`config.mk`:
```
export PLATFORM = sky130hd
export DESIGN_NAME = ro_scan_sequencer
export DESIGN_NICKNAME = d
export VERILOG_FILES = /design/src/rtl/ro_scan_sequencer.sv
export SDC_FILE = /design/constraint.sdc
export NUM_CORES = 1
export LEC_CHECK = 0
export ABC_AREA = 1
export CAP_MARGIN = 20
export CORE_ASPECT_RATIO = 2
export CORE_MARGIN = 4
export CORE_UTILIZATION = 58
export CTS_CLUSTER_DIAMETER = 30
export DETAILED_ROUTE_END_ITERATION = 12
export PLACE_DENSITY = 0.89
export RECOVER_POWER = 100
export SYNTH_ARGS = -nofsm -noshare
export SYNTH_HDL_FRONTEND = slang
export SYNTH_SLANG_ARGS = --single-unit
```
`constraint.sdc`:
```
create_clock -name clk -period 10.1 [get_ports clk]
set_input_delay 1.515 -clock clk [delete_from_list [all_inputs] [get_ports clk]]
set_output_delay 1.515 -clock clk [all_outputs]
set_load 0.02 [all_outputs]
```
`src/rtl/ro_scan_sequencer.sv`:
```
// ro_scan_sequencer: steps through a bank of ring oscillators one at a time.
// For each RO it lets the oscillator settle, clears the frequency counter,
// opens the gate for a fixed window, waits for the count to cross into the
// clk domain, latches it, and streams it MSB-first to the UART transmitter.
// Optional feature macro: RO_SCAN_HEADER_EN prepends a zero-extended RO index
// byte to each RO's count bytes (5 bytes per RO instead of 4).
module ro_scan_sequencer #(
  parameter int NUM_RO     = 100,
  parameter int IDX_W      = 7,
  parameter int SETTLE_CYC = 1000,
  parameter int GATE_CYC   = 100000,
  parameter int HOLD_CYC   = 16
) (
  input  logic              clk,
  input  logic              reset,
  input  logic              i_start,
  output logic [NUM_RO-1:0] o_roEn,
  output logic              o_cntClr,
  output logic              o_cntGate,
  input  logic [31:0]       i_cntValue,
  output logic              o_txStart,
  output logic [7:0]        o_txData,
  input  logic              i_txDoneTick,
  output logic [IDX_W-1:0]  o_roIdx,
  output logic              o_busy,
  output logic              o_done
);

  typedef enum logic [2:0] {
    S_IDLE,
    S_SETTLE,
    S_CLEAR,
    S_GATE,
    S_HOLD,
    S_SEND,
    S_NEXT,
    S_DONE
  } state_t;

  localparam logic [31:0]      SETTLE_LAST = 32'(SETTLE_CYC - 1);
  localparam logic [31:0]      GATE_LAST   = 32'(GATE_CYC - 1);
  localparam logic [31:0]      HOLD_LAST   = 32'(HOLD_CYC - 1);
  localparam logic [IDX_W-1:0] LAST_IDX    = IDX_W'(NUM_RO - 1);
  localparam logic [NUM_RO-1:0] ONE_HOT0   = {{(NUM_RO-1){1'b0}}, 1'b1};

`ifdef RO_SCAN_HEADER_EN
  // Byte 4 is the index header, bytes 3..0 are the count.
  localparam logic [2:0] FIRST_BYTE = 3'd4;
`else
  localparam logic [2:0] FIRST_BYTE = 3'd3;
`endif

  state_t              r_state;
  logic [31:0]         r_cnt;
  logic [31:0]         r_shadow;
  logic [2:0]          r_byteIdx;
  logic [NUM_RO-1:0]   r_roEn;
  logic                r_cntClr;
  logic                r_cntGate;
  logic                r_txStart;
  logic [7:0]          r_txData;
  logic [IDX_W-1:0]    r_roIdx;
  logic                r_busy;
  logic                r_done;

  // Pick the byte to present for a given position in the outgoing frame;
  // position numbering counts down so the MSB of the count goes out first.
  function automatic logic [7:0] selByte(input logic [31:0] val, input logic [2:0] b);
    logic [7:0] res;
    res = 8'h00;
    case (b)
`ifdef RO_SCAN_HEADER_EN
      3'd4:    res = 8'(r_roIdx);
`endif
      3'd3:    res = val[31:24];
      3'd2:    res = val[23:16];
      3'd1:    res = val[15:8];
      3'd0:    res = val[7:0];
      default: res = 8'h00;
    endcase
    return res;
  endfunction

  // Whole scan sequence: one state register, all outputs registered so the
  // RO bank and counter see glitch-free controls.
  always_ff @(posedge clk or posedge reset) begin
    if (reset) begin
      r_state   <= S_IDLE;
      r_cnt     <= '0;
      r_shadow  <= '0;
      r_byteIdx <= '0;
      r_roEn    <= '0;
      r_cntClr  <= 1'b0;
      r_cntGate <= 1'b0;
      r_txStart <= 1'b0;
      r_txData  <= '0;
      r_roIdx   <= '0;
      r_busy    <= 1'b0;
      r_done    <= 1'b0;
    end else begin
      r_cntClr <= 1'b0;
      r_done   <= 1'b0;
      case (r_state)
        S_IDLE: begin
          if (i_start) begin
            r_roIdx <= '0;
            r_roEn  <= ONE_HOT0;
            r_cnt   <= '0;
            r_busy  <= 1'b1;
            r_state <= S_SETTLE;
          end
        end
        S_SETTLE: begin
          if (r_cnt == SETTLE_LAST) begin
            r_cnt    <= '0;
            r_cntClr <= 1'b1;
            r_state  <= S_CLEAR;
          end else begin
            r_cnt <= r_cnt + 32'd1;
          end
        end
        S_CLEAR: begin
          r_cnt     <= '0;
          r_cntGate <= 1'b1;
          r_state   <= S_GATE;
        end
        S_GATE: begin
          if (r_cnt == GATE_LAST) begin
            r_cnt     <= '0;
            r_cntGate <= 1'b0;
            r_state   <= S_HOLD;
          end else begin
            r_cnt <= r_cnt + 32'd1;
          end
        end
        S_HOLD: begin
          if (r_cnt == HOLD_LAST) begin
            r_cnt     <= '0;
            r_shadow  <= i_cntValue;
            r_byteIdx <= FIRST_BYTE;
            r_txData  <= selByte(i_cntValue, FIRST_BYTE);
            r_txStart <= 1'b1;
            r_state   <= S_SEND;
          end else begin
            r_cnt <= r_cnt + 32'd1;
          end
        end
        S_SEND: begin
          if (i_txDoneTick) begin
            if (r_byteIdx == 3'd0) begin
              r_txStart <= 1'b0;
              r_txData  <= '0;
              r_roEn    <= '0;
              r_state   <= S_NEXT;
            end else begin
              r_byteIdx <= r_byteIdx - 3'd1;
              r_txData  <= selByte(r_shadow, r_byteIdx - 3'd1);
            end
          end
        end
        S_NEXT: begin
          if (r_roIdx == LAST_IDX) begin
            r_done  <= 1'b1;
            r_state <= S_DONE;
          end else begin
            r_roIdx <= r_roIdx + IDX_W'(1);
            r_roEn  <= ONE_HOT0 << (r_roIdx + IDX_W'(1));
            r_cnt   <= '0;
            r_state <= S_SETTLE;
          end
        end
        S_DONE: begin
          r_busy  <= 1'b0;
          r_roIdx <= '0;
          r_state <= S_IDLE;
        end
        default: begin
          r_state <= S_IDLE;
        end
      endcase
    end
  end

  assign o_roEn    = r_roEn;
  assign o_cntClr  = r_cntClr;
  assign o_cntGate = r_cntGate;
  assign o_txStart = r_txStart;
  assign o_txData  = r_txData;
  assign o_roIdx   = r_roIdx;
  assign o_busy    = r_busy;
  assign o_done    = r_done;

endmodule

```
; ---- Yosys cells after proc, flatten, opt, wreduce, memory -nomap -nowiden
; Index checks and enable logic that the tools add are counted.
[totals]
register_bits = 190
output_inout_bits = 120
wordCells = 100
[classes]
add_sub_neg = 3
n_eq_ne = 22
shift = 1
mux = 43
reduce_logical = 19
[ops]
columns = operator, count
row1 = $mux W100, 4
row2 = $pmux W100 S3, 1
row3 = $pmux W32 S6, 1
row4 = $mux W32, 5
row5 = $shl A1 B7 Y100 const A, 1
row6 = $add A32 B1 Y32 const B, 1
row7 = $eq A32 B10 Y1 const B, 1
row8 = $eq A32 B17 Y1 const B, 1
row9 = $eq A32 B4 Y1 const B, 1
row10 = $pmux W8 S4, 1
row11 = $mux W3, 10
row12 = $mux W8, 3
row13 = $pmux W3 S8, 1
row14 = $pmux W7 S3, 1
row15 = $ne A2 B2 Y1 const B, 8
row16 = $pmux W8 S2, 1
row17 = $mux W7, 2
row18 = $eq A3 B2 Y1 const B, 4
row19 = $eq A3 B3 Y1 const B, 4
row20 = $logic_not A3 Y1, 3
row21 = $mux W1, 9
row22 = $reduce_and A3 Y1, 3
row23 = $reduce_and A4 Y1, 2
row24 = $add A7 B1 Y7 const B, 1
row25 = other kinds (11), 19

; ---- Longest topological paths before layout
; Gate-level depths: netlist of run 1.
[logic_depth]
depth_word = 6
ltp_mapped = 12
ltp_nobuf = 12

; ---- Least setup slack after synthesis of run 1
; OpenSTA, ideal clock, no wires.
[synth_timing]
path_kind = input -> register
from = input port i_txDoneTick
to = register r_roEn[8] (netlist: o_roEn[8])
setup_time_ns = 0.118
arrival_time_ns = 2.478
path_slack_ns = 7.504
path_stages = 9
path_buffers = 3
cell_sequence = or2_1 > buf_2 > nand3b_2 > nor2_4 > inv_2 > buf_6 > buf_6 > nand2_1 > nand2_1
[synth_via]
elab_chain_cells = 2
[synth_rtl]
columns = element, line_no
row1 = start: declaration, 23  ; input logic i_txDoneTick,
row2 = $ne A2 B2 Y1 (no source line), --
row3 = $reduce_and A5 Y1 (no source line), --
row4 = end signal: assignment, 167  ; r_roEn <= ONE_HOT0 << (r_roIdx + IDX_W'(1));
row5 = end: declaration, 57  ; logic [NUM_RO-1:0] r_roEn;
; Every way passes these cells.
; A chain may end at the register's enable or synchronous reset.

; ---- Worst setup path after layout of run 1
[layout_timing]
from = input port i_txDoneTick
to = register r_roEn[90] (netlist: o_roEn[90])
; The elaborated chain is that of the path after synthesis.

==> impl_metrics.tcl, run 1 <==
set metrics [dict create \
    status "finished with violations" \
    violations "max-capacitance violations, max-slew violations" \
    grt_max_degree 100 \
    drv_slew 202 \
    final_cell_mix "518 x nand2_1, 190 x dfrtp_1, 128 x nor2_1" \
    cts_buffers 17 \
    die-area_mm2 0.0190 \
    critPathArrivalTime_ns 6.13 \
    syn_inst 1313 \
    hpwlAfterDp_um 20700 \
    synthArstFlopShare_pct 100 \
    io_pins 156 \
    ys_warn_count 0 \
    slew_headroom_pct -170 \
    synth.distinct_cells 36 \
    hold_class "reg2reg" \
    post-route-util_pct 73.1 \
    switching_share_pct 22.3 \
    fp.coreArea_mm2 0.0164 \
    synth.net_count 1360 \
    post-route-min-period_ns 5.77 \
    n_antenna_cell 0 \
    setup.worst_path.end_class "register" \
    cts_root_buf "clkbuf_16" \
    hp-start "o_roEn[5]" \
    hold_viol_final 0 \
    start_util_pct 59.4 \
    syn_area_per_cell_um2 7.40 \
    period_share_pct 57.1 \
    power_switching_uw 328 \
    ir_drop_v 0.000115 \
    die_h_um 191 \
    instances_no_fill 1658 \
    io_buffers 155 \
    drt_pass1_iterations 7 \
    clock_sinks 190 \
    postRouteAntennaNets 0 \
    rsz0062_at_grt "false" \
    cp.required_ns 10.46 \
    viasPerCell 5.78 \
    synthFlopType "dfrtp_1" \
    initialDrtViolationCount 670 \
    cp-startpoint "i_txDoneTick" \
    clock.fmax_ghz 0.173 \
    cts_resized 0 \
    setup.worst_path.start_class "input pin" \
    vias 9587 \
    grt_usage_pct 31.0 \
    drc_errors 0 \
    pwr-share-clk_pct 46.1 \
    path_max_fanout 99 \
    syn2layout_area_growth_pct 22.9 \
    worst_hold_slack_ns 0.474 \
    grt_pass1_wl_um 46600 \
    path_clk_slew_ns 0.07 \
    cts_hold_buf 0 \
    postCtsSetupRepairBufs 0 \
    finClkSkew_ns 0.0126 \
    num_rows 66 \
    cts_tree "done" \
    htreeDepth 4 \
    ctsLongestPathBuffers 2 \
    p_int_uw 1140 \
    placedCellCount 1627 \
    layout_commonest_cell "nand2_1" \
    routedWlPerCell_um 17.3 \
    tns_ns 0 \
    insertion_delay_ns 0.44 \
    drive_gt1_share_pct 3.85 \
    die_w_um 99.5 \
    grt_pass1_vias 9849 \
    pwr-share-comb_pct 2.2 \
    p_seq_share_pct 51.7 \
    grt-ovfl-total 0 \
    synth_edf_count 0 \
    path_class "in2reg" \
    routed_wl_um 28700 \
    fin_nets 1489 \
    synth.ff_latch_count 190 \
    yosysSeqAreaShare_pct 48.9 \
    power_density_mw_per_mm2 123 \
    syn-cell-area_mm2 0.00972 \
    leakage_uw 0.00571 \
    cap_violations 3 \
    setup_viol 0 \
    antenna_found_initial 0 \
    reg2reg_from "r_state[2]" \
    tightest_slew_ns 4.05 \
    place.gp.congestion 0.992 \
]
## final timing paths
path                                   end  slack (ns)  depth (start not counted)
worst max register to register  o_roEn[90]        5.04                         10
worst min-delay path             o_roEn[5]        0.47                          2
min in group asynchronous        o_roEn[9]        2.34                          2
worst min register to register   o_roEn[5]        0.47                          2
worst max-delay path            o_roEn[90]        4.33                          8
max in group asynchronous        r_cnt[22]        5.94                          3
## power groups by stage
stage	registers (uW)	clock network, uW	logic [uW]
final	761	679	31.9
after global placement	775	0	32.9
after CTS	761	680	33.3
after floorplan	776	0	12.6
after global routing	761	710	36.3
after detailed placement	775	0	33.1
## logic make-up (layout without fill, tap and decap cells)
kind of cell	Yosys count	count (layout)	share of synthesized area, %
buffers and inverters	151	292	6.23
AOI/OAI and AO/OA	128	128	7.61
xor gates and xnor gates	14	14	1.26
adders and majority gates	11	11	1.42
DFF	190	190	48.9
and+or+nand+nor	819	819	34.5
## cell type report
class | instances | area [um^2]
clock buffer | 18 | 429
clock inverter | 13 | 158
fill | 1244 | 4410
inverter | 95 | 358
multi-input combinational | 972 | 4370
sequential | 190 | 4750
tap | 204 | 255
timing repair buffer | 166 | 1620
## flip-flops by register name (all words and copies together) (netlist names)
name and flops:
o_roEn 100, o_done 1, r_shadow 32, o_txStart 1, r_cnt 32, o_busy 1
r_state 3, o_txData 8, r_byteIdx 3, o_cntClr 1, o_cntGate 1, o_roIdx 7
## through the flow
step	worst slack (ns)	instance area [um^2]	total power (uW)
after detailed placement	6.38	11400	809
after global placement	6.43	11400	808
after global routing	3.87	11900	1510
final	4.33	11900	1470
after floorplan	3.41	9720	788
after CTS	6.82	12000	1470
## metal layers
metal | vias to the layer above | wire length (um) | global-route usage [%] | share of wire (%)
met5 | - | 0 | 0 | 0
met4 | 0 | 1950 | 21.4 | 6.8
met3 | 129 | 1530 | 3.69 | 5.3
met2 | 451 | 15600 | 57.5 | 54
met1 | 4536 | 9590 | 31.4 | 33
li1 | 4471 | - | - | -
## cells in the mapped netlist (6+ instances only)
cell	n	area, um^2
nand3_1	122	611
inv_2	6	22.5
xor2_1	12	105
nand2_1	518	1940
nor2_1	128	480
o21ai_0	86	430
o311ai_0	9	78.8
inv_1	87	327
ha_1	11	138
nand4_1	26	163
dfrtp_1	190	4750
o211ai_1	17	128
buf_2	18	90.1
clkbuf_1	33	124
nor3_1	14	70.1
## worst max-delay path, cell delays in order
cell and delay, ns:
dlygate4sd3_1 0.58, or2_0 0.33, nand3b_2 0.13, nor2_1 0.15, inv_2 0.07, clkbuf_1 2.83
nand2_1 0.27, nand2_1 0.22
(Power assumes the default switching activity.)
==> inputs of run 2 (changes only) <==
CORE_UTILIZATION = 54   (was 58)
PLACE_DENSITY = 0.83   (was 0.89)
clock period = 6.05 ns   (was 10.1 ns; I/O delays follow)
==> run 2 against run 1 <==
Net effect: the run still ends with max-capacitance violations, max-slew violations left; clock-buffer cell count up 1; sequential power up 67%; flip-flop and latch count unchanged; sequential share of layout area down 0.091 points; first-iteration DRC count down 30%; final area up 0.23%; die area up 6.9%; global-route usage down 2.0 points; clock skew up 0.0012 ns; via count down 1.9%.
==> impl_metrics.tcl, run 2 (synthesized netlist as in run 1, its figures left out) <==
set metrics [dict create \
    drv_slew 32 \
    crit_chain "nand2_1, nor2_1, inv_1, or2_0, nand3b_2, nor2_1, inv_1, buf_4, nand2_1, o21ai_0" \
    start_util_pct 54.9 \
    num_rows 69 \
    die_h_um 198 \
    drc_errors 0 \
    hpwlAfterDp_um 21000 \
    fp.coreArea_mm2 0.0177 \
    die-area_mm2 0.0203 \
    initialDrtViolationCount 471 \
    htreeDepth 4 \
    drt_pass1_iterations 7 \
    ir_drop_v 0.000212 \
    r2r_setup_slack_ns 2.08 \
    setup.worst_path.end_class "register" \
    grt-ovfl-total 0 \
    grt_use_met1_pct 31.4 \
    multi_input_area_mm2 0.00435 \
    antenna_found_initial 0 \
    grt_usage_pct 29.0 \
    cts_hold_buf 0 \
    tns_ns 0 \
    grt_pass1_wl_um 46000 \
    fin_nets 1489 \
    hold_path_depth 2 \
    vias 9403 \
    cts_buffers 17 \
    clock.fmax_ghz 0.252 \
    path_class "reg2reg" \
    pwr-share-comb_pct 2.2 \
    routedWlPerCell_um 17.2 \
    routed_wl_um 28700 \
    reg2reg_depth 10 \
    clock_sinks 190 \
    hp-start "o_roEn[7]" \
    p_seq_share_pct 51.3 \
    rsz0062_at_grt "false" \
    pwr-share-clk_pct 46.5 \
    cp.required_ns 6.38 \
    path_max_fanout 52 \
    leakage_uw 0.00572 \
    io_buffers 155 \
    placedCellCount 1636 \
    critPathArrivalTime_ns 4.31 \
    viasPerCell 5.63 \
    power_switching_uw 551 \
    insertion_delay_ns 0.44 \
    ff_latch_area_mm2 0.00475 \
    cts_root_buf "clkbuf_16" \
    hold_class "reg2reg" \
    reg2reg_from "r_state[2]" \
    ctsLongestPathBuffers 2 \
    final_cell_mix "519 x nand2_1, 190 x dfrtp_1, 129 x nor2_1" \
    switching_share_pct 22.3 \
    hold_viol_final 0 \
    drive_gt1_share_pct 3.51 \
    path_clk_slew_ns 0.07 \
    tightest_slew_ns 1.62 \
    cp_num_buf_inv 3 \
    slew_headroom_pct -7.70 \
    p_int_uw 1920 \
    postCtsSetupRepairBufs 0 \
    largest_reg_flops 100 \
    post-route-min-period_ns 3.97 \
    power_density_mw_per_mm2 207 \
    io_pins 156 \
    top_usage_layer "met2" \
    critPathMaxStageDelay_ns 1.11 \
    layout_commonest_cell "nand2_1" \
    cp_top_family "buffers and inverters" \
    grt_max_degree 191 \
    grt_pass1_vias 9332 \
    status "finished with violations" \
    fillers 1485 \
    cts_resized 0 \
    total_power_uw 2470 \
    period_share_pct 65.7 \
    r2r-end "o_roEn[61]" \
    setup.worst_path.start_class "register" \
    cts_tree "done" \
    critPathSlowestCell "inv_1" \
    globalRouteMet2Util_pct 51.6 \
    instances_no_fill 1669 \
    violations "max-capacitance violations, max-slew violations" \
    cap_violations 2 \
    finClkSkew_ns 0.0138 \
    die_w_um 103 \
    place.gp.congestion 0.961 \
    setup_viol 0 \
    postRouteAntennaNets 0 \
    syn2layout_area_growth_pct 23.2 \
    use_met3_pct 3.49 \
    whs_endpoint "o_roEn[7]" \
]
## run 2: per-stage QoR
| step | hold WS (ns) | utilization [%] | setup slack, ns | instance area (um^2) |
|---|---|---|---|---|
| CTS | 0.484 | 67.8 | 2.91 | 12000 |
| detailed placement | 0.465 | 64.5 | 2.67 | 11400 |
| global placement | 0.461 | 64.5 | 2.77 | 11400 |
| finish | 0.474 | 67.6 | 2.08 | 12000 |
| global route | 0.499 | 67.6 | 1.67 | 12000 |
| floorplan | 0.449 | - | 2.69 | 9720 |
## run 2: worst max path at each step
stage | from | to | slack (ns) | depth (start not counted)
3_5_place_dp | i_txDoneTick | o_roEn[61] | 2.67 | 8
2_1_floorplan | reset | o_busy | 2.69 | 1
5_1_grt | r_state[2] | o_roEn[29] | 1.67 | 10
6_report | r_state[2] | o_roEn[61] | 2.08 | 10
4_1_cts | r_cnt[0] | r_shadow[25] | 2.91 | 9
3_3_place_gp | i_txDoneTick | o_roEn[26] | 2.77 | 8
## run 2: area by class of cell
| cell class | count | area share (%) |
|---|---|---|
| clock buffers | 19 | 3.70 |
| clock inverters | 13 | 1.31 |
| well taps | 213 | 2.23 |
| flip-flops and latches | 190 | 39.7 |
| inverters | 95 | 2.99 |
| multi-input cells | 972 | 36.4 |
| repair buffers | 166 | 13.7 |
| diodes | 1 | 0.0209 |
## run 2: power by group through the flow
stage	Combinational [uW]	Clock, uW	Sequential, uW
final	53.7	1150	1270
after global routing	60.4	1200	1270
after global placement	56.0	0	1290
after detailed placement	56.1	0	1290
after CTS	56.3	1160	1270
after floorplan	21.2	0	1300
## run 2: worst reg2reg max path: cells and delay by family (launching register included)
family / cells / cell delay, ns
DFF: 1 / 0.46
buffers and inverters: 3 / 1.99
and+or+nand+nor: 6 / 1.30
AOI/OAI and AO/OA: 1 / 0.12
## run 2: metal layers
| layer | share of wire, % | vias to the layer above |
|---|---|---|
| met5 | 0 | - |
| met4 | 6.5 | 0 |
| met3 | 4.6 | 109 |
| met2 | 54 | 360 |
| met1 | 35 | 4471 |
| li1 | - | 4463 |
